$ cat config.mk
export PLATFORM = sky130hd
export DESIGN_NAME = pixel_write_arbiter_flat
export DESIGN_NICKNAME = d
export VERILOG_FILES = /design/src/rtl/pixel_write_arbiter_if.sv /design/src/rtl/pixel_write_arbiter.sv /design/src/flat_wrapper.sv
export SDC_FILE = /design/constraint.sdc
export NUM_CORES = 1
export LEC_CHECK = 0
export BUFFER_PORTS_ARGS = -buffer_cell sky130_fd_sc_hd__buf_4
export CELL_PAD_IN_SITES_DETAIL_PLACEMENT = 2
export CELL_PAD_IN_SITES_GLOBAL_PLACEMENT = 2
export CORE_ASPECT_RATIO = 0.6
export CORE_MARGIN = 3
export CORE_UTILIZATION = 27
export CTS_CLUSTER_DIAMETER = 30
export DETAILED_ROUTE_END_ITERATION = 12
export PLACE_DENSITY = 0.84
export SYNTH_ARGS = -nofsm -noshare
export SYNTH_HDL_FRONTEND = slang
export SYNTH_SLANG_ARGS = --single-unit
$ cat constraint.sdc
create_clock -name clk -period 2.4 [get_ports clk]
set_input_delay 0.12 -clock clk [delete_from_list [all_inputs] [get_ports clk]]
set_output_delay 0.12 -clock clk [all_outputs]
set_load 0.03 [all_outputs]
$ cat src/rtl/pixel_write_arbiter_if.sv
// Bundle of the client request handshakes, clear command and controller pixel port.
// The arbiter connects through the slave modport; clients/controller use the master modport.
interface pixel_write_arbiter_if #(
    parameter int N_REQ = 2
);
    logic               gc_initialized;
    logic [N_REQ-1:0]   req_valid;
    logic [N_REQ-1:0]   req_ready;
    logic [N_REQ*9-1:0] req_col;
    logic [N_REQ*8-1:0] req_row;
    logic [N_REQ-1:0]   req_color;
    logic               clear_req;
    logic               clear_color;
    logic [8:0]         pix_col;
    logic [7:0]         pix_row;
    logic               pix_color;
    logic               pix_write;
    logic               busy;
    logic               clear_done;

    modport slave (
        input  gc_initialized, req_valid, req_col, req_row, req_color, clear_req, clear_color,
        output req_ready, pix_col, pix_row, pix_color, pix_write, busy, clear_done
    );

    modport master (
        output gc_initialized, req_valid, req_col, req_row, req_color, clear_req, clear_color,
        input  req_ready, pix_col, pix_row, pix_color, pix_write, busy, clear_done
    );
endinterface

$ cat src/rtl/pixel_write_arbiter.sv
// Round-robin arbiter sharing the graphic controller's pixel-write port between N_REQ clients
// and a full-frame clear sweep. Define PIXEL_WRITE_ARBITER_CLIP_EN to discard out-of-frame requests.
module pixel_write_arbiter #(
    parameter int N_REQ       = 2,
    parameter int COL_NUM     = 320,
    parameter int ROW_NUM     = 240,
    parameter int SLOT_CYCLES = 3
) (
    input  logic                  clk,
    input  logic                  reset,
    pixel_write_arbiter_if.slave  bus
);
    localparam int IW = $clog2(N_REQ);
    localparam int SW = $clog2(SLOT_CYCLES);

    typedef enum logic [1:0] {WAIT_INIT, IDLE, WRITE, CLEAR} state_t;

    state_t        state, state_next;
    logic [IW-1:0] last, grant_idx;
    logic [SW-1:0] slot_cnt;
    logic          clear_pend, clear_color_q;
    logic          found, accept, start_clear, in_range, slot_end, last_pixel;
    logic [8:0]    sel_col;
    logic [7:0]    sel_row;
    logic          sel_color;

    // Rotating priority: search starts at the client after the last one granted.
    always_comb begin
        found     = 1'b0;
        grant_idx = '0;
        for (int k = 1; k <= N_REQ; k++) begin
            int cand;
            cand = (int'(last) + k) % N_REQ;
            if (!found && bus.req_valid[IW'(cand)]) begin
                found     = 1'b1;
                grant_idx = IW'(cand);
            end
        end
    end

    always_comb begin
        sel_col   = '0;
        sel_row   = '0;
        sel_color = 1'b0;
        for (int i = 0; i < N_REQ; i++) begin
            if (IW'(i) == grant_idx) begin
                sel_col   = bus.req_col[i*9 +: 9];
                sel_row   = bus.req_row[i*8 +: 8];
                sel_color = bus.req_color[i];
            end
        end
    end

`ifdef PIXEL_WRITE_ARBITER_CLIP_EN
    assign in_range = (int'(sel_col) < COL_NUM) && (int'(sel_row) < ROW_NUM);
`else
    assign in_range = 1'b1;
`endif

    assign slot_end   = (slot_cnt == SW'(SLOT_CYCLES - 1));
    assign last_pixel = (bus.pix_col == 9'(COL_NUM - 1)) && (bus.pix_row == 8'(ROW_NUM - 1));

    // NOTE: every signal driven here gets a default first, so no path can infer a latch.
    always_comb begin
        state_next    = state;
        bus.req_ready = '0;
        accept        = 1'b0;
        start_clear   = 1'b0;
        case (state)
            WAIT_INIT: if (bus.gc_initialized) state_next = IDLE;
            IDLE: begin
                if (clear_pend) begin
                    start_clear = 1'b1;
                    state_next  = CLEAR;
                end else if (found) begin
                    bus.req_ready[grant_idx] = 1'b1;
                    accept                   = 1'b1;
                    if (in_range) state_next = WRITE;
                end
            end
            WRITE: if (slot_end) state_next = IDLE;
            CLEAR: if (slot_end && last_pixel) state_next = IDLE;
            default: state_next = WAIT_INIT;
        endcase
    end

    // NOTE: sequential state uses non-blocking assignments so every register samples pre-edge values.
    always_ff @(posedge clk) begin
        if (reset) state <= WAIT_INIT;
        else       state <= state_next;
    end

    always_ff @(posedge clk) begin
        if (reset) begin
            last           <= IW'(N_REQ - 1);
            slot_cnt       <= '0;
            clear_pend     <= 1'b0;
            clear_color_q  <= 1'b0;
            bus.pix_col    <= '0;
            bus.pix_row    <= '0;
            bus.pix_color  <= 1'b0;
            bus.pix_write  <= 1'b0;
            bus.busy       <= 1'b1;
            bus.clear_done <= 1'b0;
        end else begin
            bus.pix_write  <= 1'b0;
            bus.clear_done <= 1'b0;
            bus.busy       <= (state_next != IDLE);

            if (accept) last <= grant_idx;

            if (accept && in_range) begin
                bus.pix_col   <= sel_col;
                bus.pix_row   <= sel_row;
                bus.pix_color <= sel_color;
                bus.pix_write <= 1'b1;
                slot_cnt      <= '0;
            end

            if (start_clear) begin
                bus.pix_col   <= '0;
                bus.pix_row   <= '0;
                bus.pix_color <= clear_color_q;
                bus.pix_write <= 1'b1;
                slot_cnt      <= '0;
                clear_pend    <= 1'b0;
            end

            if (state == WRITE) slot_cnt <= slot_cnt + SW'(1);

            if (state == CLEAR) begin
                if (!slot_end) begin
                    slot_cnt <= slot_cnt + SW'(1);
                end else if (last_pixel) begin
                    bus.clear_done <= 1'b1;
                end else begin
                    // Row-major sweep: wrap the column and step the row at the frame edge.
                    if (bus.pix_col == 9'(COL_NUM - 1)) begin
                        bus.pix_col <= '0;
                        bus.pix_row <= bus.pix_row + 8'd1;
                    end else begin
                        bus.pix_col <= bus.pix_col + 9'd1;
                    end
                    bus.pix_write <= 1'b1;
                    slot_cnt      <= '0;
                end
            end

            // A newly arriving clear outranks the entry-clear above; ignored while sweeping.
            if (bus.clear_req && state != CLEAR) begin
                clear_pend    <= 1'b1;
                clear_color_q <= bus.clear_color;
            end
        end
    end
endmodule

$ cat src/flat_wrapper.sv
// flat-port wrapper written by rule: the top's interface ports become plain ports
module pixel_write_arbiter_flat 
#(
    parameter int N_REQ       = 2,
    parameter int COL_NUM     = 320,
    parameter int ROW_NUM     = 240,
    parameter int SLOT_CYCLES = 3
)
  (clk, reset, bus_gc_initialized, bus_req_valid, bus_req_col, bus_req_row, bus_req_color, bus_clear_req, bus_clear_color, bus_req_ready, bus_pix_col, bus_pix_row, bus_pix_color, bus_pix_write, bus_busy, bus_clear_done);
  pixel_write_arbiter_if #(.N_REQ(N_REQ)) bus_i ();
  input  logic clk;
  input  logic reset;
  input wire logic [$bits(bus_i.gc_initialized)-1:0] bus_gc_initialized;
  input wire logic [$bits(bus_i.req_valid)-1:0] bus_req_valid;
  input wire logic [$bits(bus_i.req_col)-1:0] bus_req_col;
  input wire logic [$bits(bus_i.req_row)-1:0] bus_req_row;
  input wire logic [$bits(bus_i.req_color)-1:0] bus_req_color;
  input wire logic [$bits(bus_i.clear_req)-1:0] bus_clear_req;
  input wire logic [$bits(bus_i.clear_color)-1:0] bus_clear_color;
  output wire logic [$bits(bus_i.req_ready)-1:0] bus_req_ready;
  output wire logic [$bits(bus_i.pix_col)-1:0] bus_pix_col;
  output wire logic [$bits(bus_i.pix_row)-1:0] bus_pix_row;
  output wire logic [$bits(bus_i.pix_color)-1:0] bus_pix_color;
  output wire logic [$bits(bus_i.pix_write)-1:0] bus_pix_write;
  output wire logic [$bits(bus_i.busy)-1:0] bus_busy;
  output wire logic [$bits(bus_i.clear_done)-1:0] bus_clear_done;
  assign bus_i.gc_initialized = bus_gc_initialized;
  assign bus_i.req_valid = bus_req_valid;
  assign bus_i.req_col = bus_req_col;
  assign bus_i.req_row = bus_req_row;
  assign bus_i.req_color = bus_req_color;
  assign bus_i.clear_req = bus_clear_req;
  assign bus_i.clear_color = bus_clear_color;
  assign bus_req_ready = bus_i.req_ready;
  assign bus_pix_col = bus_i.pix_col;
  assign bus_pix_row = bus_i.pix_row;
  assign bus_pix_color = bus_i.pix_color;
  assign bus_pix_write = bus_i.pix_write;
  assign bus_busy = bus_i.busy;
  assign bus_clear_done = bus_i.clear_done;
  pixel_write_arbiter #(.N_REQ(N_REQ), .COL_NUM(COL_NUM), .ROW_NUM(ROW_NUM), .SLOT_CYCLES(SLOT_CYCLES)) u_core (.clk(clk), .reset(reset), .bus(bus_i));
endmodule
==> results.py, run 1 <==
metrics = {
    "outcome": {
        "outcome": "finished, final reports clean",
    },
    "setup_path": {
        "cp_max_fo": 7,
        "worstSetupPathType": "reg2reg",
        "end_kind": "register",
        "cp.arrival_ns": 2.35,
        "cp.required_ns": 2.57,
        "start_kind": "register",
    },
    "grt": {
        "grt_max_degree": 21,
        "antenna_found_initial": 0,
        "grt_pass1_vias": 2246,
        "grt_use_total": 0.191,
        "grt_pass1_wl_mm": 12.1,
        "overflow": 0,
    },
    "die": {
        "core-area_mm2": 0.00633,
        "die_y_um": 69.6,
        "floorplan.initialDensity": 0.288,
        "placement_rows": 22,
        "die_w_um": 112,
        "ioPinCount": 66,
        "die-area_mm2": 0.00780,
    },
    "yosys": {
        "ys_types": 50,
        "synthXorXnorAreaFrac": 0.0385,
        "netlist_top_cells_area": "dfxtp_1 31%, nand2_1 6.0%, a21oi_1 4.4%",
        "yosysSeqAreaShare": 0.308,
        "synth_top_family_by_area": "simple AND/OR/NAND/NOR gates",
        "synthAdderAreaFrac": 0.0206,
        "yosys.area.top_type": "dfxtp_1",
        "avgSynthCellArea_um2": 8.13,
        "synth_top_area_share": 0.308,
        "synth_mux_area_frac": 0.0501,
        "synth_compound_area_frac": 0.242,
        "ys_seq_elements": 28,
        "yosys.area_share.simple": 0.287,
        "syn_inst": 224,
        "synth_ff_type": "dfxtp_1",
        "netlist_area_mm2": 0.00182,
        "synth_edf_count": 0,
        "synthesis.nets": 270,
        "async_reset_ff_frac": 0,
        "ys_warn_count": 0,
    },
    "hold_path": {
        "hold_path_class": "in2reg",
    },
    "placement": {
        "gp_congestion": 0.757,
        "port_buffers": 64,
        "dp_hpwl_mm": 5.74,
        "place_ws_ns": 0.210,
    },
    "layout": {
        "multi_input_area_mm2": 0.00117,
        "final_common_cell": "buf_4",
        "layout_common_cells": "75 x buf_4, 29 x nand2_1, 28 x dfxtp_1, 18 x nor2_1, 16 x a21oi_1",
        "drive_above_1_share": 0.310,
        "ff_latch_area_um2": 561,
        "fillers": 749,
        "nNetsFinal": 337,
        "fin_util": 0.396,
        "syn_to_final_growth_pct": 37.6,
        "n_antenna_cell": 0,
    },
    "cts": {
        "cts_tree": "yes",
        "cts_root_buf": "clkbuf_16",
        "cts_hold_buf": 0,
        "h-tree-depth": 1,
        "clock_latency_ns": 0.26,
        "cts_resized": 0,
        "postCtsSetupBuffers": 0,
        "clk_path_buf_depth": 2,
        "cts.sinks": 28,
        "cts-buffers-inserted": 3,
        "clk_pin_slew_worst_paths_ns": 0.07,
    },
    "power": {
        "leakage_nw": 1.11,
        "ir_worst_vdd_v": 0.000289,
        "p_per_area_mw_per_mm2": 550,
    },
    "detailed_routing": {
        "antenna_left": 0,
        "routed_wl_mm": 7.56,
        "first_pass_iters": 4,
        "vias": 2065,
        "routedWlPerCell_um": 20.2,
        "drc": 0,
        "first_iter_violations": 51,
        "avgViaCountPerCell": 5.52,
    },
    "sta": {
        "report.final.slew_viol_count": 0,
        "skew_ns": 0.00446,
        "setup_violations": 0,
        "max_freq_mhz": 457,
        "finalHoldViolCount": 0,
        "relSlewSlack": 0.603,
        "layout_min_cycle_time_ns": 2.19,
        "tightest_slew_ns": 0.590,
        "timing.final.ws_setup_ns": 0.213,
        "tns_ns": 0,
        "fin_crit_sh": 0.911,
        "rsz0062_at_grt": "false",
    },
    "run": {
        "maxCapViolCount": 0,
    },
}
-- through the flow --
step | instance area (um2) | hold WS, ns | total power [mW] | instances
after floorplan | 1820 | 0.240 | 0.796 | 224
after global placement | 2410 | 0.397 | 0.943 | 370
after detailed placement | 2410 | 0.409 | 0.965 | 370
after CTS | 2500 | 0.124 | 1.39 | 374
after global routing | 2510 | 0.162 | 1.45 | 374
final | 2510 | 0.129 | 1.38 | 374
-- final timing paths --
path	start	end	slack, ns	depth (start not counted)
min reg2reg	u_core.clear_color_q$_SDFFE_PP0P_	u_core.clear_color_q$_SDFFE_PP0P_	0.48	2
max reg2reg	u_core.bus.pix_col[1]$_SDFF_PP0_	u_core.bus.pix_col[7]$_SDFF_PP0_	0.21	6
max	u_core.bus.pix_col[1]$_SDFF_PP0_	u_core.bus.pix_col[7]$_SDFF_PP0_	0.21	6
min	bus_clear_color	u_core.clear_color_q$_SDFFE_PP0P_	0.13	3
-- sequential cells by signal, summed over array words and instances, names as in the netlist --
name and cells:
u_core.bus.pix_col 9, u_core.bus.pix_row 8, u_core.slot_cnt 2, u_core.state 2, u_core.bus.busy 1, u_core.bus.clear_done 1, u_core.bus.pix_color 1, u_core.bus.pix_write 1
u_core.clear_color_q 1, u_core.clear_pend 1, u_core.last 1
-- power by group --
group / internal [mW] / leakage, nW / switching [mW]
clock network: 0.256 / 0.0442 / 0.167
logic: 0.178 / 0.836 / 0.214
registers: 0.504 / 0.229 / 0.0584
total: 0.938 / 1.11 / 0.440
-- routing by layer --
metal / track usage / vias to the layer above / share of wire / wire length [um]
met2: 0.313 / 63 / 0.47 / 3520
li1: - / 976 / - / -
met3: 0.0340 / 4 / 0.047 / 353
met4: 0.0267 / 0 / 0.0067 / 51
met5: 0 / - / 0 / 0
met1: 0.270 / 1022 / 0.48 / 3640
-- cell usage after synthesis (2+ instances only) --
library cell and count:
a211oi_1 5, a21oi_1 16, a221o_1 3, a31oi_1 6
and3_1 6, buf_2 3, buf_6 3, clkbuf_1 5
dfxtp_1 28, ha_1 3, inv_1 5, mux2i_1 8
nand2_1 29, nand2b_1 3, nand3_1 11, nand3b_1 3
nand4b_4 2, nor2_1 18, nor2b_1 2, nor3_1 7
nor4_1 3, o211ai_1 2, o21ai_0 12, o22ai_1 6
o32a_1 2, o32ai_1 2, or3_1 2, xnor2_1 6
xor2_1 2
-- cells by family (layout without fill, tap and decap cells) --
group	count (synthesis)	count (layout)
simple gates	94	94
mux	9	9
compound gates	64	64
flops	28	28
xor+xnor	8	8
fa+ha+maj	3	3
buf+inv	18	84
-- critical path: stages (launching register included) --
cell,delay (ns)
dfxtp_1,0.42
ha_1,0.32
nand4b_4,0.21
or4_4,0.64
a21oi_4,0.15
nor2_1,0.07
a2111oi_2,0.26
-- area by class of cell --
cell class / count / share of cell area
multi-input combinational: 178 / 0.467
timing repair buffer: 75 / 0.225
sequential: 28 / 0.224
tap: 84 / 0.0419
clock buffer: 4 / 0.0354
inverter: 5 / 0.00749
(Power assumes the default switching activity.)
==> run 2, diff against run 1 <==
clock period = 2.41 ns   (was 2.4 ns; I/O delays follow)
==> run 2 against run 1 <==
Against the previous run: clock power increased by 22%; non-clock buffer count unchanged; critical path type unchanged; highest routed layer unchanged; clock-buffer cell count decreased by 1; global-route usage up 0.66 points; die area stayed put; clock skew shrank 0.0016 ns; cell count unchanged; largest power group unchanged; register-to-register slack worse by 0.07 ns.
==> results.py, run 2 (synthesis gave the netlist of run 1 again) <==
metrics = {
    "outcome": {
        "outcome": "finished, final reports clean",
    },
    "sta": {
        "tns_ns": 0,
        "fin_crit_sh": 0.939,
        "finalHoldViolCount": 0,
        "layout_min_cycle_time_ns": 2.26,
        "max_freq_mhz": 442,
        "skew_ns": 0.00283,
        "report.final.slew_viol_count": 0,
        "tightest_slew_ns": 0.627,
        "setup_violations": 0,
        "rsz0062_at_grt": "false",
        "relSlewSlack": 0.577,
        "timing.final.ws_setup_ns": 0.147,
    },
    "cts": {
        "cts-buffers-inserted": 3,
        "cts_root_buf": "clkbuf_16",
        "postCtsSetupBuffers": 0,
        "clk_path_buf_depth": 2,
        "cts_tree": "yes",
        "h-tree-depth": 1,
        "clk_pin_slew_worst_paths_ns": 0.08,
        "cts_resized": 0,
        "cts_hold_buf": 0,
        "cts.sinks": 28,
        "clock_latency_ns": 0.27,
    },
    "setup_path": {
        "cp.arrival_ns": 2.48,
        "reg2regPathDepth": 6,
        "worstReg2RegStart": "u_core.bus.pix_col[1]$_SDFF_PP0_",
        "slowest_delay_ns": 0.43,
        "worstReg2RegEnd": "u_core.bus.pix_col[5]$_SDFF_PP0_",
        "reg2reg_slack_ns": 0.15,
        "crit_slowest_cell": "nor4_1",
        "path_cells": "ha_1, nand4b_4, nor4_1, o211ai_1, a21oi_1, o32a_1",
        "cp.required_ns": 2.62,
        "worstSetupPathType": "reg2reg",
        "end_kind": "register",
        "start_kind": "register",
        "cp_max_fo": 7,
    },
    "power": {
        "ir_worst_vdd_v": 0.000312,
        "p_per_area_mw_per_mm2": 584,
        "leakage_nw": 1.12,
    },
    "layout": {
        "largest_reg_flops": 9,
        "fin_util": 0.397,
        "nNetsFinal": 337,
        "multi_input_area_mm2": 0.00116,
        "syn_to_final_growth_pct": 38.1,
        "drive_above_1_share": 0.307,
        "ff_latch_area_um2": 561,
        "layout_common_cells": "75 x buf_4, 29 x nand2_1, 28 x dfxtp_1, 18 x nor2_1, 16 x a21oi_1",
        "fillers": 741,
        "final_common_cell": "buf_4",
        "regMostFlops": "u_core.bus.pix_col",
        "n_antenna_cell": 0,
        "top_regs": "u_core.bus.pix_col x9, u_core.bus.pix_row x8",
        "finalNonFillerCells": 374,
    },
    "die": {
        "ioPinCount": 66,
        "die_y_um": 69.6,
        "die_w_um": 112,
        "placement_rows": 22,
        "floorplan.initialDensity": 0.288,
        "die-area_mm2": 0.00780,
        "core-area_mm2": 0.00633,
    },
    "grt": {
        "grt_pass1_wl_mm": 12.3,
        "overflow": 0,
        "grt_pass1_vias": 2209,
        "grt_max_degree": 21,
        "antenna_found_initial": 0,
        "grt_use_total": 0.198,
    },
    "hold_path": {
        "hold_path_class": "in2reg",
        "holdPathEnd": "u_core.clear_color_q$_SDFFE_PP0P_",
        "min_from": "bus_clear_color",
        "whs_path_depth": 3,
    },
    "detailed_routing": {
        "avgViaCountPerCell": 5.41,
        "first_iter_violations": 58,
        "drc": 0,
        "antenna_left": 0,
        "vias": 2025,
        "routed_wl_mm": 7.64,
        "routedWlPerCell_um": 20.4,
        "first_pass_iters": 4,
    },
    "placement": {
        "place_ws_ns": 0.225,
        "gp_congestion": 0.757,
        "dp_hpwl_mm": 5.73,
        "port_buffers": 64,
        "placed_cells": 370,
    },
    "run": {
        "maxCapViolCount": 0,
    },
}
[run 2: changes by cell type in the layout (fill, tap and decap cells not counted)]
| cell | previous run | this run |
|---|---|---|
| bufinv_16 | 0 | 1 |
| clkbuf_8 | 1 | 0 |
| nor4_2 | 1 | 0 |
| nor4_1 | 2 | 3 |
[run 2: layer usage]
metal / GRT usage / up-vias / wire length (um) / part of all wire
li1: - / 974 / - / -
met3: 0.0366 / 6 / 462 / 0.060
met4: 0.0347 / 0 / 57 / 0.0075
met5: 0 / - / 0 / 0
met1: 0.275 / 983 / 3610 / 0.47
met2: 0.325 / 62 / 3510 / 0.46
[run 2: worst max path at each step]
stage,end,from,cells after the start,slack (ns)
final,u_core.bus.pix_col[5]$_SDFF_PP0_,u_core.bus.pix_col[1]$_SDFF_PP0_,6,0.15
after global routing,u_core.bus.pix_col[5]$_SDFF_PP0_,u_core.bus.pix_col[1]$_SDFF_PP0_,6,0.03
after CTS,u_core.bus.pix_col[5]$_SDFF_PP0_,u_core.bus.pix_col[1]$_SDFF_PP0_,6,0.15
after detailed placement,u_core.bus.pix_col[7]$_SDFF_PP0_,u_core.bus.pix_col[1]$_SDFF_PP0_,6,0.22
after global placement,u_core.bus.pix_col[7]$_SDFF_PP0_,u_core.bus.pix_col[1]$_SDFF_PP0_,6,0.30
after floorplan,u_core.bus.pix_col[7]$_SDFF_PP0_,u_core.bus.pix_col[0]$_SDFF_PP0_,6,0.21
[run 2: area by class of cell]
type / instances / share of cell area
timing repair buffer: 75 / 0.224
inverter: 5 / 0.00746
multi-input combinational: 178 / 0.462
clock buffer: 3 / 0.0298
sequential: 28 / 0.223
clock inverter: 1 / 0.0119
tap: 84 / 0.0418
[run 2: power breakdown]
group | internal, mW | switching (mW) | leakage [nW]
Clock | 0.332 | 0.186 | 0.0511
Sequential | 0.502 | 0.0598 | 0.229
Combinational | 0.177 | 0.213 | 0.836
[run 2: stage by stage]
stage          instance area, um2  hold slack (ns)  total power [mW]
2_1_floorplan                1820            0.241             0.793
3_3_place_gp                 2410            0.398             0.940
3_5_place_dp                 2410            0.399             0.960
4_1_cts                      2520            0.108              1.47
5_1_grt                      2520            0.148              1.53
6_report                     2520            0.111              1.47
[run 2: worst max-delay path: cells and delay by family, from the launching register on]
kind | cells | cell delay (ns)
AOI/OAI and AO/OA | 3 | 0.81
adders and majority gates | 1 | 0.33
DFF | 1 | 0.42
and+or+nand+nor | 2 | 0.64
==> run 3, diff against run 2 <==
==> constraint.sdc (replaced) <==
create_clock -name clk -period 2.41 [get_ports clk]
set_input_delay 0.3615 -clock clk [delete_from_list [all_inputs] [get_ports clk]]
set_output_delay 0.3615 -clock clk [all_outputs]
set_load 0.03 [all_outputs]
==> run 3 against run 2 <==
Against the previous run: cell count is 0.27% higher; largest power group unchanged; register-to-register slack about the same; first-iteration DRC count grew 16%; critical path depth stayed put; clock power is 17% lower; non-clock buffer count rose by 1; global-route usage decreased by 1.1 points; die area stayed put; utilization is essentially flat; wire length shrank 4.4%.
==> results.py, run 3 (synthesis gave the netlist of run 1 again) <==
metrics = {
    "outcome": {
        "outcome": "finished, final reports clean",
    },
    "die": {
        "ioPinCount": 66,
        "die_y_um": 69.6,
        "die_w_um": 112,
        "floorplan.initialDensity": 0.288,
        "core-area_mm2": 0.00633,
        "die-area_mm2": 0.00780,
        "placement_rows": 22,
    },
    "setup_path": {
        "end_kind": "register",
        "setup.worst_path.start": "u_core.bus.pix_col[0]$_SDFF_PP0_",
        "start_kind": "register",
        "cp.arrival_ns": 2.48,
        "cpLargestDelayFamily": "compound AO/OA/AOI/OAI gates",
        "crit_slowest_cell": "dfxtp_1",
        "cp.required_ns": 2.63,
        "worstSetupPathType": "reg2reg",
        "worstReg2RegStart": "u_core.bus.pix_col[0]$_SDFF_PP0_",
        "cp_max_fo": 7,
        "slowest_delay_ns": 0.43,
        "crit_buf_inv": 0,
        "path_cells": "ha_1, nand4b_4, nor4_2, o211ai_1, a21oi_1, o32a_1",
    },
    "sta": {
        "skew_ns": 0.00922,
        "max_freq_mhz": 443,
        "report.final.slew_viol_count": 0,
        "timing.final.ws_setup_ns": 0.154,
        "fin_crit_sh": 0.936,
        "setup_violations": 0,
        "relSlewSlack": 0.553,
        "layout_min_cycle_time_ns": 2.26,
        "finalHoldViolCount": 0,
        "tns_ns": 0,
        "rsz0062_at_grt": "false",
        "tightest_slew_ns": 0.667,
    },
    "cts": {
        "clock_latency_ns": 0.27,
        "h-tree-depth": 1,
        "cts_tree": "yes",
        "clk_pin_slew_worst_paths_ns": 0.08,
        "clk_path_buf_depth": 2,
        "cts.sinks": 28,
        "cts-buffers-inserted": 3,
        "cts_hold_buf": 0,
        "cts_root_buf": "clkbuf_16",
    },
    "grt": {
        "antenna_found_initial": 0,
        "grt_pass1_wl_mm": 11.8,
        "grt_max_degree": 21,
        "grt_pass1_vias": 2157,
        "overflow": 0,
        "grt_use_total": 0.187,
    },
    "hold_path": {
        "min_from": "bus_clear_color",
        "hold_path_class": "in2reg",
    },
    "run": {
        "maxCapViolCount": 0,
    },
    "placement": {
        "placed_cell_area_mm2": 0.00242,
        "port_buffers": 64,
        "place_ws_ns": 0.0909,
        "gp_congestion": 0.759,
        "dp_hpwl_mm": 5.64,
    },
    "power": {
        "leakage_nw": 1.11,
        "p_per_area_mw_per_mm2": 548,
        "ir_worst_vdd_v": 0.000247,
        "fin_total_pwr_mw": 1.38,
    },
    "layout": {
        "largest_reg_flops": 9,
        "top_regs": "u_core.bus.pix_col x9, u_core.bus.pix_row x8",
        "final_common_cell": "buf_4",
        "nNetsFinal": 338,
        "stdcell_area_mm2": 0.00251,
        "drive_above_1_share": 0.313,
        "syn_to_final_growth_pct": 38.0,
        "fin_util": 0.397,
        "layout_common_cells": "76 x buf_4, 29 x nand2_1, 28 x dfxtp_1, 18 x nor2_1, 16 x a21oi_1",
        "n_antenna_cell": 0,
        "regMostFlops": "u_core.bus.pix_col",
    },
    "detailed_routing": {
        "routedWlPerCell_um": 19.5,
        "antenna_left": 0,
        "vias": 2025,
        "drc": 0,
        "first_iter_violations": 67,
        "avgViaCountPerCell": 5.40,
        "first_pass_iters": 4,
        "routed_wl_mm": 7.31,
    },
}
run 3: cell count changes in the layout (fill, tap and decap cells not counted):
cell / change
clkbuf_8: +1
bufinv_16: -1
buf_4: +1
nor4_2: +1
nor4_1: -1
run 3: worst reg2reg max path, stage by stage (launching register included):
cell and delay (ns):
dfxtp_1 0.43, ha_1 0.34, nand4b_4 0.22, nor4_2 0.42
o211ai_1 0.35, a21oi_1 0.27, o32a_1 0.18
run 3: layout make-up:
| class | instances | area, um2 |
|---|---|---|
| multi-input combinational | 178 | 1170 |
| fill | 754 | 3820 |
| clock buffer | 4 | 88.8 |
| timing repair buffer | 76 | 571 |
| sequential | 28 | 561 |
| inverter | 5 | 18.8 |
| tap | 84 | 105 |
run 3: per-stage QoR:
stage / hold slack (ns) / instances
final: 0.375 / 375
after detailed placement: 0.474 / 371
after global routing: 0.399 / 375
after CTS: 0.373 / 375
after global placement: 0.448 / 371
after floorplan: 0.436 / 224
run 3: repair_timing:
action	in CTS	in global routing
resized for setup	0	1
setup endpoints to repair	0	1
setup buffers	0	0
run 3: path summary, 6_finish.rpt:
check	to	cells after the start	slack, ns
max	u_core.bus.pix_col[5]$_SDFF_PP0_	6	0.15
min	u_core.clear_color_q$_SDFFE_PP0P_	3	0.37
min reg2reg	u_core.clear_color_q$_SDFFE_PP0P_	2	0.48
max reg2reg	u_core.bus.pix_col[5]$_SDFF_PP0_	6	0.15
run 3: routing by layer:
layer	share of wire	global-route usage	wire, um
met2	0.44	0.289	3230
met3	0.076	0.0523	558
met5	0	0	0
met4	0.0051	0.0293	37
met1	0.48	0.263	3480
run 3: where the power goes:
part | switching (mW) | leakage (nW) | total (mW) | internal, mW
Sequential | 0.0574 | 0.229 | 0.560 | 0.502
Clock | 0.174 | 0.0442 | 0.429 | 0.255
Combinational | 0.211 | 0.841 | 0.390 | 0.179
